`config.mk`:
```
export PLATFORM = sky130hd
export DESIGN_NAME = bram_dpm_fifo_ctrl
export DESIGN_NICKNAME = d
export VERILOG_FILES = /design/src/rtl/bram_fifo_pkg.sv /design/src/rtl/bram_fifo_out_buf.sv /design/src/rtl/bram_dpm_fifo_ctrl.sv
export SDC_FILE = /design/constraint.sdc
export NUM_CORES = 1
export LEC_CHECK = 0
export CORE_AREA = 2 2 123 125
export DETAILED_ROUTE_END_ITERATION = 8
export DIE_AREA = 0 0 125 127
export PLACE_DENSITY = 0.81
export SLEW_MARGIN = 20
export SYNTH_ARGS = -nofsm -noshare
export SYNTH_HDL_FRONTEND = slang
export SYNTH_SLANG_ARGS = --single-unit
```
`constraint.sdc`:
```
create_clock -name clk -period 5.75 [get_ports clk]
set_input_delay 0.8625 -clock clk [delete_from_list [all_inputs] [get_ports clk]]
set_output_delay 0.8625 -clock clk [all_outputs]
set_load 0.02 [all_outputs]
```
`src/rtl/bram_fifo_pkg.sv`:
```
// Shared constants and helpers for the block-RAM FIFO controller in the sdc_read path.
package bram_fifo_pkg;

   localparam int ADDR_W       = 10;
   localparam int DATA_W       = 36;
   localparam int DEPTH        = 2 ** ADDR_W;
   localparam int AFULL_THRESH = 896;
   localparam int BLOCK_WORDS  = 128;

   function automatic int count_w(input int aw);
      return aw + 1;
   endfunction

endpackage

```
`src/rtl/bram_fifo_out_buf.sv`:
```
// Two-entry show-ahead buffer that hides the block RAM's one-cycle read latency.
module bram_fifo_out_buf #(
   parameter int DATA_W = bram_fifo_pkg::DATA_W
) (
   input  logic              clk,
   input  logic              reset,
   input  logic              clear,
   input  logic              push,
   input  logic [DATA_W-1:0] data,
   input  logic              pop,
   output logic              rd_valid,
   output logic [DATA_W-1:0] rd_data,
   output logic [1:0]        level
);

   logic [DATA_W-1:0] slot0_p2;
   logic [DATA_W-1:0] slot1_p2;
   logic [1:0]        level_q;
   logic              pop_eff;

   assign pop_eff  = pop && (level_q != 2'd0);
   assign rd_valid = (level_q != 2'd0);
   assign rd_data  = rd_valid ? slot0_p2 : '0;
   assign level    = level_q;

   always_ff @(posedge clk or posedge reset) begin
      if (reset) begin
         level_q <= 2'd0;
      end else if (clear) begin
         level_q <= 2'd0;
      end else begin
         level_q <= level_q + 2'(push) - 2'(pop_eff);
      end
   end

   // Stage p2: slot0 is always the head, so a pop shifts slot1 forward.
   always_ff @(posedge clk) begin
      if (push) begin
         if (pop_eff) begin
            if (level_q == 2'd2) begin
               slot0_p2 <= slot1_p2;
               slot1_p2 <= data;
            end else begin
               slot0_p2 <= data;
            end
         end else if (level_q == 2'd0) begin
            slot0_p2 <= data;
         end else begin
            slot1_p2 <= data;
         end
      end else if (pop_eff) begin
         slot0_p2 <= slot1_p2;
      end
   end

endmodule

```
`src/rtl/bram_dpm_fifo_ctrl.sv`:
```
// Circular FIFO controller over a 1024x36 dual-port block RAM: port A writes, port B reads.
module bram_dpm_fifo_ctrl #(
   parameter int ADDR_W       = bram_fifo_pkg::ADDR_W,
   parameter int DATA_W       = bram_fifo_pkg::DATA_W,
   parameter int AFULL_THRESH = bram_fifo_pkg::AFULL_THRESH,
   parameter int BLOCK_WORDS  = bram_fifo_pkg::BLOCK_WORDS
) (
   input  logic              clk,
   input  logic              reset,
   input  logic              flush,
   input  logic              wr_valid,
   output logic              wr_ready,
   input  logic [DATA_W-1:0] wr_data,
   output logic              rd_valid,
   input  logic              rd_ready,
   output logic [DATA_W-1:0] rd_data,
   output logic [ADDR_W-1:0] bram_addr_a,
   output logic [DATA_W-1:0] bram_datain_a,
   output logic              bram_wr_a,
   output logic [ADDR_W-1:0] bram_addr_b,
   output logic              bram_wr_b,
   output logic [DATA_W-1:0] bram_datain_b,
   input  logic [DATA_W-1:0] bram_dataout_b,
   output logic [ADDR_W:0]   count,
   output logic              empty,
   output logic              full,
   output logic              almost_full,
   output logic              block_ready
);

   import bram_fifo_pkg::*;

   localparam int CNT_W = count_w(ADDR_W);
   localparam int DEPTH_W = 1 << ADDR_W;
   localparam logic [CNT_W-1:0] CNT_MAX = CNT_W'(DEPTH_W + 2);

   logic [ADDR_W-1:0] wr_ptr;
   logic [ADDR_W-1:0] rd_ptr;
   logic [CNT_W-1:0]  mem_count;
   logic              vld_p1;
   logic [1:0]        level;
   logic              wr_acc;
   logic              pop;
   logic              issue;
   logic [2:0]        occ_after_pop;

   function automatic logic [CNT_W-1:0] count_next(input logic [CNT_W-1:0] c,
                                                   input logic inc, input logic dec);
      if (inc && !dec) return (c == CNT_MAX) ? c : c + CNT_W'(1);
      if (dec && !inc) return (c == '0) ? c : c - CNT_W'(1);
      return c;
   endfunction

   assign full          = (mem_count == CNT_W'(DEPTH_W));
   assign wr_ready      = !full && !flush;
   assign wr_acc        = wr_valid && wr_ready;
   assign pop           = rd_valid && rd_ready;

   // A buffer slot freed by this cycle's pop may be refilled by this cycle's issue.
   assign occ_after_pop = 3'(level) + 3'(vld_p1) - 3'(pop);
   assign issue         = !flush && (mem_count != '0) && (occ_after_pop < 3'd2);

   assign bram_addr_a   = wr_ptr;
   assign bram_datain_a = wr_data;
   assign bram_wr_a     = wr_acc;
   assign bram_addr_b   = rd_ptr;
   assign bram_wr_b     = 1'b0;
   assign bram_datain_b = '0;

   assign empty         = (count == '0);
   assign almost_full   = (count >= CNT_W'(AFULL_THRESH));
   assign block_ready   = (count >= CNT_W'(BLOCK_WORDS));

   always_ff @(posedge clk or posedge reset) begin
      if (reset) begin
         wr_ptr    <= '0;
         rd_ptr    <= '0;
         mem_count <= '0;
         vld_p1    <= 1'b0;
         count     <= '0;
      end else if (flush) begin
         wr_ptr    <= '0;
         rd_ptr    <= '0;
         mem_count <= '0;
         vld_p1    <= 1'b0;
         count     <= '0;
      end else begin
         if (wr_acc) wr_ptr <= wr_ptr + ADDR_W'(1);
         if (issue)  rd_ptr <= rd_ptr + ADDR_W'(1);
         if (wr_acc && !issue)      mem_count <= mem_count + CNT_W'(1);
         else if (issue && !wr_acc) mem_count <= mem_count - CNT_W'(1);
         vld_p1 <= issue;
         count  <= count_next(count, wr_acc, pop);
      end
   end

   // Stage p1: RAM port B data returns and lands at the output buffer tail.
   bram_fifo_out_buf #(
      .DATA_W (DATA_W)
   ) u_out_buf (
      .clk      (clk),
      .reset    (reset),
      .clear    (flush),
      .push     (vld_p1),
      .data     (bram_dataout_b),
      .pop      (pop),
      .rd_valid (rd_valid),
      .rd_data  (rd_data),
      .level    (level)
   );

endmodule

```
==> results of run 1 <==
final cells by class:
| cell class | instances | area, um2 |
|---|---|---|
| clock buffer | 18 | 429.2 |
| clock inverter | 13 | 158.9 |
| fill | 1127 | 6181 |
| inverter | 15 | 56.30 |
| multi-input combinational | 408 | 2864 |
| sequential | 117 | 3288 |
| tap | 184 | 230.2 |
| timing repair buffer | 122 | 1216 |
layout by cell type, fill, tap and decap left out, types with 5 or more instances in the layout:
master | netlist | routed
inv_1 | 14 | 14
mux2_2 | 38 | 38
clkdlybuf4s50_1 | 0 | 113
a21oi_1 | 11 | 11
clkbuf_16 | 0 | 17
xnor2_1 | 14 | 14
a22oi_2 | 5 | 5
dfrtp_1 | 45 | 45
nand2b_1 | 5 | 5
o21ai_0 | 17 | 17
nand2_1 | 31 | 31
ha_1 | 19 | 19
nor2_1 | 41 | 40
nand3_1 | 18 | 18
conb_1 | 1 | 37
o31ai_1 | 7 | 7
buf_4 | 74 | 7
o211ai_1 | 6 | 6
nor2b_1 | 45 | 45
nor3_1 | 11 | 11
or4_1 | 7 | 7
nand4_1 | 14 | 14
nor4_1 | 10 | 10
mux2_1 | 7 | 7
edfxtp_1 | 72 | 72
xor2_1 | 9 | 9
flip-flops by register name, indices dropped and copies added (netlist names):
register / count
bram_addr_a: 10
bram_addr_b: 10
count: 11
mem_count: 11
u_out_buf.level: 2
u_out_buf.slot0_p2: 36
u_out_buf.slot1_p2: 36
vld_p1: 1
synth_stat cells (2+ instances only):
cell type,count
xnor2_1,14
buf_2,2
and3_1,4
mux2_2,38
dfrtp_1,45
nor3_1,11
inv_1,14
o211ai_1,6
nand2b_1,5
buf_4,74
o21ai_0,17
a21o_1,3
nand3_1,18
nor2_1,41
a211oi_1,4
xor2_1,9
ha_1,19
o2bb2ai_1,3
clkbuf_1,21
nor4b_2,2
nand2_1,31
a22oi_2,5
mux2_1,7
or3_1,2
or4_1,7
mux2i_1,3
nand4_1,14
nor2b_1,45
fa_1,2
nand4b_1,2
edfxtp_1,72
o31ai_1,7
o21ai_1,3
a21oi_1,11
nor4_1,10
o2111ai_1,4
and2_1,2
per-layer routing:
layer | vias up | wire (um)
li1 | 2226 | -
met1 | 2357 | 5992
met2 | 272 | 7214
met3 | 50 | 1708
met4 | 0 | 486
met5 | - | 0
per-stage QoR:
stage | cell area [um2] | utilization | power [mW] | setup WS (ps)
2_1_floorplan | 6853 | - | 2.576 | 680.1
3_3_place_gp | 7627 | 0.5288 | 3.126 | 915.0
3_5_place_dp | 7655 | 0.5307 | 3.221 | 582.4
4_1_cts | 8243 | 0.5715 | 4.297 | 1008
5_1_grt | 8243 | 0.5715 | 4.519 | 765.9
6_report | 8243 | 0.5715 | 4.286 | 962.9
kinds of logic after synthesis:
| group | share of synthesized area |
|---|---|
| compound gates | 0.08941 |
| simple gates | 0.1628 |
| other cells | 0.0005582 |
| buf+inv | 0.1065 |
| flops | 0.4895 |
| fa+ha+maj | 0.04135 |
| xor+xnor | 0.02999 |
| mux | 0.07990 |
path summary, 6_finish.rpt:
kind / from / to / slack, ps
hold reg to reg: bram_addr_b[9] / bram_addr_b[9] / 500
setup reg to reg: u_out_buf.level[1] / mem_count[7] / 1310
hold / removal: bram_addr_b[9] / bram_addr_b[9] / 500
min in group asynchronous: reset / bram_addr_a[5] / 910
max in group asynchronous: reset / count[3] / 4430
setup / recovery: rd_ready / mem_count[7] / 960
power by group through the flow:
stage	combinational [mW]	sequential [mW]	clock, mW
3_5_place_dp	1.93	1.29	0
5_1_grt	2.11	1.30	1.10
2_1_floorplan	1.30	1.28	0
6_report	1.95	1.28	1.06
3_3_place_gp	1.84	1.28	0
4_1_cts	1.95	1.28	1.07
==> impl_results.md, run 1 <==
- Max Fanout on Critical Path: 19
- Leakage: 3.115 nW
- # rows: 44
- Die area: 0.01588 mm2
- Crit path cell chain: clkdlybuf4s50_1 > o21ai_1 > buf_4 > inv_1 > ha_1 > nand2b_1 > fa_1 > nor2b_1 > nand3_1 > o21ai_0 > buf_4 > ha_1 > a211oi_1 > o21ai_0 > o31ai_1 > xor2_1 > o31ai_1
- Register share of total power: 0.299
- Initial Utilization: 0.4657
- WP buf/inv: 4
- Worst-Skew Late Latency: 420 ps
- Tot GR Track Use: 0.1962
- Largest net degree at the start of global routing: 52
- Busiest grt layer: met2
- Cell Count Post-Placement: 846
- Clock slew at reported path FFs: 50 ps
- Sink Count: 117
- Grt met1 use: 0.2286
- Worst stage delay on the critical path: 480 ps
- Outcome: finished clean
- Htree depth: 4
- Max-Cap Viols: 0
- Post-detail-place hpwl: 10480 um
- YS warnings: 0
- Slew margin rel.: 0.4126
- Die width: 125 um
- Sw Share: 0.3832
- Syn Std Cell Area: 0.006718 mm2
- Max-slew violations: 0
- Final std cells w/o fill: 877
- Synth Register Bits: 117
- Post-cts sizing count: 0
- Power per cell area: 520.0 mW/mm2
- Setup Skew: 11.66 ps
- Area leader, netlist: edfxtp_1
- Clk pwr share: 0.246
- Worst setup path class: in -> reg
- GR Layer Usage met2: 0.3063
- Sequential cell area fraction in the yosys report: 0.4895
- Wire per inst: 17.56 um
- Root buf cell: clkbuf_16
- Setup tns final: 0 ps
- Ratio of cells with drive above 1 in the final layout: 0.1356
- Cell depth of the worst flop-to-flop path: 16
- Cells after Synth: 603
- Final Setup Violations: 0
- Synth Area per Inst: 11.14 um2
- Via/cell ratio: 5.593
- Die H: 127 um
- Cell variety after synth: 63
- Peak Freq: 208.9 MHz
- CP arrival: 5060 ps
- Initial antenna violation count: 0
- TritonRoute pass-1 iters: 7
- Slowest stage cell, crit path: fa_1
- Initial DRC count: 346
- Post-CTS setup buffer count: 0
- DRC: 0
- Fin Hold WS: 500.8 ps
- CP endpoint kind: flip-flop
- Comb pwr share: 0.454
- RSZ-0062 raised after global routing: false
- Top-area cell type share of the netlist area: 0.3218
- Vias in the first global route: 4851
- Hold Crit Class: reg -> reg
- Tmin final: 4787 ps
- GR Util met3: 0.08961
- Ports: 224
- Period Utilization, post-route: 0.8325
- Synth-to-Final Area Change: 22.70%
- Core ar.: 0.01442 mm2
- Port buffer count: 114
- Max VDD drop: 0.3593 mV
- Post-synth EDFFs: 72
- Routed WL: 15400 um
- First-pass GRT wire length: 25040 um
- Cell count along the critical path: 17
- Net Sw Power: 1.642 mW
- CP required: 6020 ps
- Top_reg_cell synth: edfxtp_1
- Total grt overflow: 0
- Vias: 4905
- WHS Path Cells: 1
- Final Wtd Congestion: 0.9172
- Internal: 2.644 mW
- TritonCTS buffer count: 17
- CTS tree: done
- Post-route ant nets: 0
- Top cells by area, synth: edfxtp_1, dfrtp_1, buf_4
- Worst slew pin tran: 873.8 ps
- Cell family with most CP delay: compound AO/OA/AOI/OAI gates
- Crit path launch type: input port
- CTS max path bufs: 2
- Cts-stage hold buffer count: 0
- ANT cells: 0
- Final Hold Viols: 0
- Nets: 779
- Async set-reset flop share out of synthesis: 0.3846
Note: power is estimated with default switching activity, not from simulation.
==> run 2, diff against run 1 <==
--- a/config.mk
+++ b/config.mk
@@ -5,10 +5,10 @@
 export SDC_FILE = /design/constraint.sdc
 export NUM_CORES = 1
 export LEC_CHECK = 0
-export CORE_AREA = 2 2 123 125
+export CORE_AREA = 2 2 130 132
 export DETAILED_ROUTE_END_ITERATION = 8
-export DIE_AREA = 0 0 125 127
-export PLACE_DENSITY = 0.81
+export DIE_AREA = 0 0 132 134
+export PLACE_DENSITY = 0.76
 export SLEW_MARGIN = 20
 export SYNTH_ARGS = -nofsm -noshare
 export SYNTH_HDL_FRONTEND = slang
==> constraint.sdc (replaced) <==
create_clock -name clk -period 4.3 [get_ports clk]
set_input_delay 0.645 -clock clk [delete_from_list [all_inputs] [get_ports clk]]
set_output_delay 0.645 -clock clk [all_outputs]
set_load 0.02 [all_outputs]
==> run 2 against run 1 <==
  * Utilization decreased by 6.0 points
  * First-iteration DRC count down 21%
  * Critical path depth decreased by 2
  * Largest power group unchanged
  * Highest routed layer unchanged
==> impl_results.md, run 2 (synthesis results as in run 1) <==
- CP endpoint kind: flip-flop
- CTS tree: done
- Top cell by count, worst path: ha_1
- Power per cell area: 688.8 mW/mm2 (+32%)
- Initial DRC count: 273 (-21%)
- Tmin final: 3884 ps
- Clk pwr share: 0.251 (+0.005)
- Crit path cell chain: clkdlybuf4s50_1 > o21ai_2 > inv_1 > ha_1 > nand2b_1 > fa_1 > nor2b_1 > nand3_1 > o21ai_4 > ha_1 > a211oi_1 > o211ai_1 > a41oi_1 > or4_1 > o311ai_0
- DRC: 0 (unchanged)
- Outcome: finished clean
- Final Hold Viols: 0 (unchanged)
- RSZ-0062 raised after global routing: false
- Net Sw Power: 2.185 mW (+33%)
- Peak Freq: 257.4 MHz
- Commonest non-fill, non-tap cell in the layout: clkdlybuf4s50_1
- Period Utilization, post-route: 0.9034
- Port buffer count: 114 (unchanged)
- Die width: 132 um (+5.6%)
- Comb pwr share: 0.450 (-0.004)
- Die H: 134 um (+5.5%)
- Post-place setup slack: -5.938 ps (-588.3 ps)
- Core ar.: 0.01629 mm2 (+13%)
- Post-route ant nets: 0 (unchanged)
- Crit path launch type: input port
- Top Metal Used: met4
- Tot GR Track Use: 0.1713 (-0.02483)
- Internal: 3.555 mW (+34%)
- Largest net degree at the start of global routing: 46 (-12%)
- Worst slew pin tran: 962.7 ps (+88.86 ps)
- Fin Hold WS: 477.6 ps (-23.12 ps)
- TritonRoute pass-1 iters: 5 (-2)
- Via/cell ratio: 5.167 (-7.6%)
- Worst-Skew Late Latency: 410 ps (about the same)
- Register share of total power: 0.299 (about the same)
- Commonest non-fill, non-tap cells in the layout: clkdlybuf4s50_1, edfxtp_1, nor2b_1, dfrtp_1, nor2_1
- Setup Skew: 6.443 ps (-5.217 ps)
- TritonCTS buffer count: 17 (unchanged)
- Sink Count: 117 (unchanged)
- Hold Crit Class: reg -> reg
- Vias: 4743 (-3.3%)
- Post-detail-place hpwl: 10140 um (-3.3%)
- Cts-stage hold buffer count: 0 (unchanged)
- Final Core Density: 0.5116 (-0.05984)
- Nets: 784 (+0.64%)
- Slowest stage cell, crit path: clkdlybuf4s50_1
- Sw Share: 0.3806 (-0.002515)
- Post-cts sizing count: 0 (unchanged)
- Wire per inst: 16.07 um (-8.5%)
- Total grt overflow: 0 (unchanged)
- Total power: 5.741 mW (+34%)
- Max Fanout on Critical Path: 8 (-11)
- Final Setup Violations: 0 (unchanged)
- Met1 Wirelength: 6314 um (+5.4%)
- Slew margin rel.: 0.3567 (-0.05594)
- Final setup margin: 415.6 ps (-547.3 ps)
- Worst stage delay on the critical path: 510 ps (+30 ps)
- CTS max path bufs: 2 (unchanged)
- WL met3: 1409 um (-18%)
- Root buf cell: clkbuf_16
- First-pass GRT wire length: 24210 um (-3.3%)
- Leakage: 3.151 nW (+1.1%)
- Max VDD drop: 0.3878 mV (+7.9%)
- Worst setup path class: in -> reg
- Clock slew at reported path FFs: 60 ps (about the same)
- Ports: 224 (unchanged)
- CP required: 4540 ps (-1480 ps)
- Die area: 0.01769 mm2 (+11%)
- Initial Utilization: 0.4124 (-0.05334)
- Met2 Wirelength: 6776 um (-6.1%)
- # rows: 47 (+6.8%)
- Max-slew violations: 0 (unchanged)
- Ratio of cells with drive above 1 in the final layout: 0.1476 (+0.01192)
- Routed WL: 14750 um (-4.2%)
- Initial antenna violation count: 0 (unchanged)
- CP arrival: 4130 ps (-930 ps)
- Post-CTS setup buffer count: 0 (unchanged)
- Registers with the most flip-flops: u_out_buf.slot0_p2 (36), u_out_buf.slot1_p2 (36)
- Synth-to-Final Area Change: 24.06%
- Max-Cap Viols: 0 (unchanged)
- Htree depth: 4 (unchanged)
- ANT cells: 0 (unchanged)
- Vias in the first global route: 4730 (-2.5%)
- Final Wtd Congestion: 0.8803 (-4.0%)
## run 2: cell types whose count changed in the layout (fill, tap and decap cells not counted), moves of 2 or more
cell        before  now
buf_4            7   13
clkinvlp_4       4    1
inv_6            1    4
clkinv_1         3    1
clkinv_4         2    4
## run 2: final cells by class
class / count / area [um2]
fill: 1417 / 7955
clock buffer: 18 / 429.2
multi-input combinational: 408 / 2878
clock inverter: 13 / 172.7
inverter: 15 / 57.56
timing repair buffer: 127 / 1234
tap: 220 / 275.3
sequential: 117 / 3288
## run 2: metal layers
metal | up-vias | global-route usage
met4 | 0 | 0.07246
met3 | 28 | 0.07596
met1 | 2282 | 0.2104
met2 | 192 | 0.2630
li1 | 2241 | -
met5 | - | 0
## run 2: power by group through the flow
stage | Sequential [mW] | Combinational [mW] | Clock (mW)
global placement | 1.73 | 2.55 | 0
detailed placement | 1.73 | 2.58 | 0
floorplan | 1.71 | 1.74 | 0
CTS | 1.71 | 2.60 | 1.47
global route | 1.75 | 2.82 | 1.52
finish | 1.72 | 2.58 | 1.44
## run 2: path summary, 6_finish.rpt
| kind | from | cells past startpoint | endpoint | slack, ps |
|---|---|---|---|---|
| worst max-delay path | rd_ready | 15 | mem_count[10] | 420 |
| worst min-delay path | bram_addr_b[9] | 1 | bram_addr_b[9] | 480 |
| worst max register to register | u_out_buf.level[1] | 14 | mem_count[10] | 530 |
| worst min register to register | bram_addr_b[9] | 1 | bram_addr_b[9] | 480 |
| max in group asynchronous | reset | 2 | count[6] | 3100 |
| min in group asynchronous | reset | 2 | bram_addr_a[7] | 690 |
## run 2: critical path, delay by kind of cell
kind	cells	cell delay, ps
AOI/OAI and AO/OA	6	1270
buffers and inverters	2	570
adders and majority gates	3	1040
and+or+nand+nor	4	600
## run 2: metrics by stage
step           std cells  instance area, um2  TNS (ps)
2_1_floorplan        639                6868         0
3_3_place_gp         887                7731         0
3_5_place_dp         887                7731    -5.938
4_1_cts              918                8333         0
5_1_grt              918                8334         0
6_report             918                8334         0
==> run 3, diff against run 2 <==
--- a/config.mk
+++ b/config.mk
@@ -8,7 +8,9 @@
 export CORE_AREA = 2 2 130 132
 export DETAILED_ROUTE_END_ITERATION = 8
 export DIE_AREA = 0 0 132 134
+export MAX_ROUTING_LAYER = met4
 export PLACE_DENSITY = 0.76
+export RECOVER_POWER = 100
 export SLEW_MARGIN = 20
 export SYNTH_ARGS = -nofsm -noshare
 export SYNTH_HDL_FRONTEND = slang
==> run 3 against run 2 <==
  * The run now ends with max-capacitance violations, max-slew violations left
  * Fmax up 0.63%
  * Utilization decreased by 1.1 points
  * Setup slack gained 24 ps
  * Clock power is 9.7% lower
  * Critical path depth shrank 10
  * Wire length rose by 1.5%
  * Combinational power decreased by 6%
  * Final area down 2.1%
  * Final cell count up 0.11%
  * Non-clock buffer count fell by 2
  * Register-to-register slack worse by 90 ps
  * Power is 5.2% lower
  * Critical path type is now reg -> reg
==> impl_results.md, run 3 (synthesis results as in run 1) <==
- Vias: 4838 (+2.0%)
- Nets: 782 (-0.26%)
- Die width: 132 um (unchanged)
- Core ar.: 0.01629 mm2 (unchanged)
- CTS max path bufs: 2 (unchanged)
- TritonCTS buffer count: 17 (unchanged)
- Synth-to-Final Area Change: 21.49%
- Commonest non-fill, non-tap cell in the layout: dlygate4sd3_1
- Final Hold Viols: 0 (unchanged)
- Clk pwr share: 0.239 (-0.012)
- Worst slew pin tran: 2167 ps (+1204 ps)
- Crit path launch type: flip-flop
- Post-detail-place hpwl: 10210 um (+0.71%)
- Worst-Skew Late Latency: 410 ps (about the same)
- Hold Crit Class: reg -> reg
- Ports: 224 (unchanged)
- CP required: 4590 ps (+50 ps)
- Commonest non-fill, non-tap cells in the layout: dlygate4sd3_1, edfxtp_1, nor2b_1, dfrtp_1, nor2_1
- Leakage: 3.284 nW (+4.2%)
- Register share of total power: 0.317 (+0.018)
- Worst setup path class: reg -> reg
- Peak Freq: 259.1 MHz (+0.63%)
- Comb pwr share: 0.444 (-0.006)
- Routed WL: 14970 um (+1.5%)
- Post-route ant nets: 0 (unchanged)
- Final Setup Violations: 0 (unchanged)
- Ratio of cells with drive above 1 in the final layout: 0.1263 (-0.02131)
- Reg-to-reg startpoint: mem_count[0]
- First-pass GRT wire length: 24360 um (+0.60%)
- DRC: 0 (unchanged)
- Registers with the most flip-flops: u_out_buf.slot0_p2 (36), u_out_buf.slot1_p2 (36)
- CP arrival: 4150 ps (+20 ps)
- Port buffer count: 114 (unchanged)
- Cts-stage hold buffer count: 0 (unchanged)
- Final Wtd Congestion: 0.8902 (+1.1%)
- Max Fanout on Critical Path: 9 (+1)
- Post-CTS setup buffer count: 0 (unchanged)
- Sink Count: 117 (unchanged)
- Clock slew at reported path FFs: 60 ps (about the same)
- CTS tree: done
- Root buf cell: clkbuf_16
- Via/cell ratio: 5.264 (+1.9%)
- TritonRoute pass-1 iters: 6 (+1)
- Initial antenna violation count: 2 (+2)
- RSZ-0062 raised after global routing: false
- Design area: 0.008162 mm2 (-2.1%)
- CP endpoint kind: flip-flop
- Wire per inst: 16.29 um (+1.4%)
- # rows: 47 (unchanged)
- Setup Skew: 8.103 ps (+1.660 ps)
- Sw Share: 0.3988 (+0.01817)
- Max-slew violations: 128 (+128)
- CP Launch Point: mem_count[0]
- Vias in the first global route: 4749 (+0.40%)
- Tot GR Track Use: 0.1787 (+0.007373)
- Max-Cap Viols: 4 (+4)
- Initial Utilization: 0.4124 (unchanged)
- Outcome: finished, violations left
- Final setup margin: 440.0 ps (+24.40 ps)
- Setup tns final: 0 ps (unchanged)
- Net Sw Power: 2.171 mW (-0.65%)
- Power per cell area: 667.0 mW/mm2 (-3.2%)
- Failing checks: max-capacitance violations, max-slew violations
- Post-place setup slack: 42.55 ps (+48.48 ps)
- Initial DRC count: 264 (-3.3%)
- Htree depth: 4 (unchanged)
- Largest net degree at the start of global routing: 46 (unchanged)
- Die H: 134 um (unchanged)
- Total power: 5.444 mW (-5.2%)
- Internal: 3.273 mW (-8.0%)
- Total of fill cells in the finished design: 1487 (+4.9%)
- Hold path start: bram_addr_b[9]
- Total grt overflow: 0 (unchanged)
- Period Utilization, post-route: 0.8977 (-0.005675)
- Die area: 0.01769 mm2 (unchanged)
- Tmin final: 3860 ps (-24.40 ps)
- Slew margin rel.: -0.4524 (-0.8091)
- Post-cts sizing count: 0 (unchanged)
- Max VDD drop: 0.3482 mV (-10%)
- Placed Area: 0.007716 mm2 (-0.19%)
-- run 3: path summary, 6_finish.rpt --
| kind | to | slack, ps | cells past startpoint |
|---|---|---|---|
| min in group asynchronous | bram_addr_a[8] | 1260 | 2 |
| hold reg to reg | bram_addr_b[9] | 470 | 1 |
| max in group asynchronous | bram_addr_b[1] | 2050 | 2 |
| hold / removal | bram_addr_b[9] | 470 | 1 |
| setup / recovery | mem_count[1] | 440 | 5 |
| setup reg to reg | mem_count[1] | 440 | 5 |
-- run 3: cell type report --
class | instances | area, um2 | share of cell area
Tap cell | 220 | 275.3 | 0.03373
Sequential cell | 117 | 3288 | 0.4029
Multi-Input combinational cell | 408 | 2796 | 0.3426
Clock buffer | 17 | 425.4 | 0.05212
Inverter | 15 | 57.56 | 0.007052
Antenna cell | 2 | 5.005 | 0.0006132
Timing Repair Buffer | 125 | 1195 | 0.1464
Clock inverter | 15 | 118.9 | 0.01456
-- run 3: critical path: stages, from the launching register on --
cell     delay (ps)
dfrtp_1         470
or4_1           700
o41ai_1        1380
a21oi_2         120
nor3_2          680
mux2_1          380
-- run 3: routing by layer --
| metal | vias to the layer above | global-route usage | share of wire |
|---|---|---|---|
| met2 | 198 | 0.2813 | 0.48 |
| met5 | - | - | 0 |
| met4 | 0 | 0.07790 | 0.016 |
| li1 | 2243 | - | - |
| met1 | 2369 | 0.2089 | 0.43 |
| met3 | 28 | 0.06085 | 0.082 |
-- run 3: power groups by stage --
stage	sequential (mW)	clock, mW	combinational (mW)
after floorplan	1.71	0	1.74
after global placement	1.72	0	2.55
after detailed placement	1.73	0	2.57
after CTS	1.71	1.34	2.59
after global routing	1.76	1.38	2.66
final	1.73	1.30	2.42
-- run 3: metrics by stage --
| stage | utilization | instances | hold WS, ps |
|---|---|---|---|
| floorplan | - | 639 | 475.9 |
| global placement | 0.4737 | 885 | 462.0 |
| detailed placement | 0.4737 | 885 | 469.8 |
| CTS | 0.5071 | 917 | 478.5 |
| global route | 0.5010 | 919 | 514.4 |
| finish | 0.5010 | 919 | 468.8 |
